==> config.mk <==
export PLATFORM = sky130hd
export DESIGN_NAME = hazard_stall_ctrl
export DESIGN_NICKNAME = d
export VERILOG_FILES = /design/src/rtl/hazard_stall_ctrl.sv
export SDC_FILE = /design/constraint.sdc
export NUM_CORES = 1
export LEC_CHECK = 0
export CORE_MARGIN = 3
export CORE_UTILIZATION = 31
export CTS_CLUSTER_DIAMETER = 50
export DETAILED_ROUTE_END_ITERATION = 10
export GPL_TIMING_DRIVEN = 0
export SYNTH_ARGS = -nofsm -noshare
export SYNTH_HDL_FRONTEND = slang
export SYNTH_SLANG_ARGS = --single-unit
==> constraint.sdc <==
create_clock -name clk -period 8 [get_ports clk]
set_clock_uncertainty 0.15 [all_clocks]
set_input_delay 2.4 -clock clk [delete_from_list [all_inputs] [get_ports clk]]
set_output_delay 2.4 -clock clk [all_outputs]
set_load 0.03 [all_outputs]
==> src/rtl/hazard_stall_ctrl.sv <==
// Decode-stage interlock: per-register busy scoreboard driving IF/ID stalls and
// EX bubbles, with external freeze, branch flush and a saturating stall counter.
module hazard_stall_ctrl #(
    parameter int NREG     = 4,
    parameter int ALU_LAT  = 2,
    parameter int LOAD_LAT = 3,
    parameter int PCW      = 16,
    localparam int RW      = $clog2(NREG)
) (
    input  logic            clk,
    input  logic            rst,
    input  logic            id_valid,
    input  logic            id_use_a,
    input  logic            id_use_b,
    input  logic [RW-1:0]   id_ra,
    input  logic [RW-1:0]   id_rb,
    input  logic            id_wr_en,
    input  logic [RW-1:0]   id_rd,
    input  logic            id_is_load,
    input  logic            ext_stall,
    input  logic            flush,
    input  logic            perf_clr,
    output logic            stall_if,
    output logic            stall_id,
    output logic            bubble_ex,
    output logic            issue,
    output logic [NREG-1:0] busy_mask,
    output logic [PCW-1:0]  stall_cycles
);

    typedef enum logic [1:0] {
        M_RUN,
        M_HAZARD,
        M_FLUSH,
        M_FREEZE
    } mode_t;

    localparam logic [1:0] ALU_L  = 2'(ALU_LAT);
    localparam logic [1:0] LOAD_L = 2'(LOAD_LAT);

    logic [1:0] cnt     [NREG];
    logic [1:0] cnt_nxt [NREG];
    logic [1:0] lat;
    logic       raw;
    logic       waw;
    logic       haz;
    mode_t      mode;

    always_comb begin
        lat  = id_is_load ? LOAD_L : ALU_L;
        raw  = (id_use_a && (cnt[id_ra] != '0)) || (id_use_b && (cnt[id_rb] != '0));
        waw  = id_wr_en && (cnt[id_rd] > lat);
        haz  = id_valid && (raw || waw);
        if (ext_stall)
            mode = M_FREEZE;
        else if (flush)
            mode = M_FLUSH;
        else if (haz)
            mode = M_HAZARD;
        else
            mode = M_RUN;
    end

    always_comb begin
        stall_if  = (mode == M_FREEZE) || (mode == M_HAZARD);
        stall_id  = (mode == M_FREEZE) || (mode == M_HAZARD);
        bubble_ex = (mode == M_FLUSH)  || (mode == M_HAZARD);
        issue     = (mode == M_RUN) && id_valid;
    end

    // Hazard checks above read the pre-update counts, so an issuing write to
    // its own source register never stalls itself.
    always_comb begin
        for (int unsigned r = 0; r < NREG; r++) begin
            cnt_nxt[r] = cnt[r];
            if ((mode != M_FREEZE) && (cnt[r] != '0))
                cnt_nxt[r] = cnt[r] - 2'd1;
        end
        if (issue && id_wr_en && (lat != '0))
            cnt_nxt[id_rd] = lat;
    end

    always_ff @(posedge clk or posedge rst) begin
        if (rst) begin
            for (int unsigned r = 0; r < NREG; r++)
                cnt[r] <= '0;
            busy_mask    <= '0;
            stall_cycles <= '0;
        end else begin
            for (int unsigned r = 0; r < NREG; r++) begin
                cnt[r]       <= cnt_nxt[r];
                busy_mask[r] <= (cnt_nxt[r] != '0);
            end
            if (perf_clr)
                stall_cycles <= '0;
            else if ((mode == M_HAZARD) && (stall_cycles != '1))
                stall_cycles <= stall_cycles + PCW'(1);
        end
    end

endmodule
==> metrics.cfg, run 1 <==
[status]
status=completed

[yosys]
synthDominantCellAreaShare=0.379
synthFlopType=dfrtp_1
synth_most_common_cell=dfrtp_1
synth_area_leader_cell=dfrtp_1
syn_area_per_cell_sq_um=9.20
syn_area_sq_mm=0.00185
synth.distinct_cells=42
syn_nets=226
synthTopCellsByCount=28 x dfrtp_1, 26 x nor2_1, 16 x nand2_1
synthTopCellsByArea=dfrtp_1 38%, ha_1 6.1%, nor2_1 5.3%, mux2_2 4.9%, mux4_2 3.7%
synth_seq_cells=28
ys_seq_area_frac=0.379
synth_edf_count=0
yosys_warnings=0
syn-instance-count=201
postSynth.asyncResetShare=1.00

[global_routing]
grt_pass1_wl_mm=7.09
grt.total_usage=0.123
grt_pass1_vias=1510
grt_overflow=0
grt_max_degree=29
antenna_found_initial=0

[pwr]
p_per_area_mw_per_mm2=212
p_leak_nw=0.988
ir_worst_vdd_mv=0.114

[clock_network]
clock-sinks=28
clock_path_buffers=2
clock_latency_ns=0.28
cts_tree=built
cts_buffers=3
root_buffer=clkbuf_8
htree_num_levels=1
clkTransAtPathRegs_ns=0.10

[detailed_routing]
vias=1612
ant_nets=0
vias_per_cell=5.10
routed_wl_mm=4.19
drt-initial-drc-count=43
drc=0
drt-wirelength-per-cell_microns=13.3
dr.pass1.iters=4

[timing]
rsz0062_at_grt=false
slew_headroom=0.227
fin_crit_sh=0.973
worst_pin_slew_ns=1.16
hold_ws_ns=0.448
slew_viol_final=0
fin_crit_ns=7.78
hold_violations=0
fmax_ghz=0.128
setup_viol=0

[setup_path]
crit_family=buffers and inverters
r2r_cells=12
cp-end-kind=primary output
max_stage_delay_ns=0.60
critical_path.n_buffers_inverters=4
crit_chain=clkdlybuf4s50_1, mux4_2, inv_1, ha_1, nor2_1, and3_1, a31o_2, a211o_1, buf_4, clkdlybuf4s50_1
worst_setup_path_start_kind=input port
slowest_stage=clkdlybuf4s50_1
cpMostUsedCell=clkdlybuf4s50_1
path_max_fanout=6
required_ns=5.45
cp.depth=10
crit_type=in -> out
worst-endpoint-arrival_ns=5.23

[die]
num_rows=27
die_w_microns=83.2
core_sq_mm=0.00564
initial_core_util=0.328
ios=40
dieArea_sq_mm=0.00693
die_h_microns=83.2

[placement]
dpl.hpwl_mm=3.14
dp_cells=312
gp_congestion=0.819
port_buffers=39

[hold_path]
holdPathStages=2
hold_class=reg -> reg

[final_layout]
area_growth_pct=29.0
final_util=0.423
nets=270
num_antenna_cells=0
stdcell_count=316
drive_above_1_share=0.107

[run]
cap_viol_max_count=0

[cell type report]
| cell class | count | area, sq um |
|---|---|---|
| flip-flops and latches | 28 | 701 |
| multi-input cells | 154 | 1060 |
| fillers | 577 | 3260 |
| clock buffers | 4 | 55.1 |
| repair buffers | 39 | 392 |
| inverters | 13 | 48.8 |
| well taps | 72 | 90.1 |
| plain buffers | 6 | 41.3 |
[report_power, final]
part	total [mW]	switching [mW]	leakage (nW)	internal, mW
Sequential	0.207	0.0352	0.357	0.172
Clock	0.0928	0.0486	0.0288	0.0442
Combinational	0.206	0.104	0.602	0.102
[routing by layer]
layer	global-route usage	wire length, microns	up-vias
met3	0.0298	223	4
met2	0.219	2070	39
met4	0.0223	26	0
met5	0	0	-
met1	0.152	1880	762
li1	-	-	807
[final timing paths]
kind	from	endpoint	slack, ns
max	id_rd[0]	stall_if	0.22
min	stall_cycles[14]	stall_cycles[14]	0.45
max reg2reg	cnt[6]	stall_cycles[9]	4.55
min reg2reg	stall_cycles[14]	stall_cycles[14]	0.45
max in group asynchronous	rst	stall_cycles[9]	4.45
min in group asynchronous	rst	cnt[1]	2.56
[worst reg2reg max path: stages (launching register included)]
cell       delay, ns
dfrtp_1         0.47
mux4_2          0.47
inv_1           0.07
ha_1            0.21
nor2_1          0.08
and3_1          0.16
a31o_2          0.12
a211o_1         0.19
ha_1            0.22
clkbuf_1        0.36
nand2_1         0.10
a2111oi_1       0.38
mux2_1          0.36
[sequential cells by signal, summed over array words and instances, names as in the netlist]
name,count
busy_mask,4
cnt,8
stall_cycles,16
[repair_timing]
item / in CTS / in global routing
endpoints found under the setup margin: 1 / 1
hold buffers: 0 / 0
buffers inserted: 0 / 0
gates resized for setup: 1 / 1
[metrics by stage]
| step | setup slack [ns] | area (sq um) | power [mW] | TNS [ns] |
|---|---|---|---|---|
| after global placement | -0.0384 | 2330 | 0.412 | -0.0384 |
| after global routing | 0.0454 | 2390 | 0.554 | 0 |
| after detailed placement | -0.0449 | 2330 | 0.419 | -0.0449 |
| after CTS | 0.111 | 2380 | 0.516 | 0 |
| after floorplan | 1.27 | 1850 | 0.354 | 0 |
| final | 0.218 | 2390 | 0.506 | 0 |
[cells in the final DEF, fill, tap and decap left out, drive strengths merged, types with 2 or more instances in the layout]
cell type / instances
mux4: 3
inv: 13
a211oi: 2
clkbuf: 7
nand2b: 2
buf: 3
a2111oi: 4
mux2: 11
nor2: 26
and2: 2
or3: 3
or2: 3
and3: 2
clkdlybuf4s50: 37
nor3b: 2
nand3: 7
nand2: 16
nand4: 5
xnor2: 4
o21ai: 8
nor3: 4
o31ai: 5
and4: 2
nor2b: 10
a21oi: 12
ha: 9
or4: 2
dfrtp: 28
o311ai: 2
[logic make-up (layout without fill, tap and decap cells)]
logic type / after synthesis / after routing / share of synthesized area
flops: 28 / 28 / 0.379
fa+ha+maj: 9 / 9 / 0.0609
buf+inv: 19 / 62 / 0.0487
compound gates: 39 / 39 / 0.141
mux: 15 / 15 / 0.109
xor+xnor: 4 / 4 / 0.0189
simple gates: 87 / 87 / 0.242
(Power assumes the default switching activity.)
==> inputs of run 2 (changes only) <==
Settings changed: GPL_ROUTABILITY_DRIVEN set to 1.
==> results of run 2 <==
No change in the layout: final DEF, timing and power equal those of run 1.
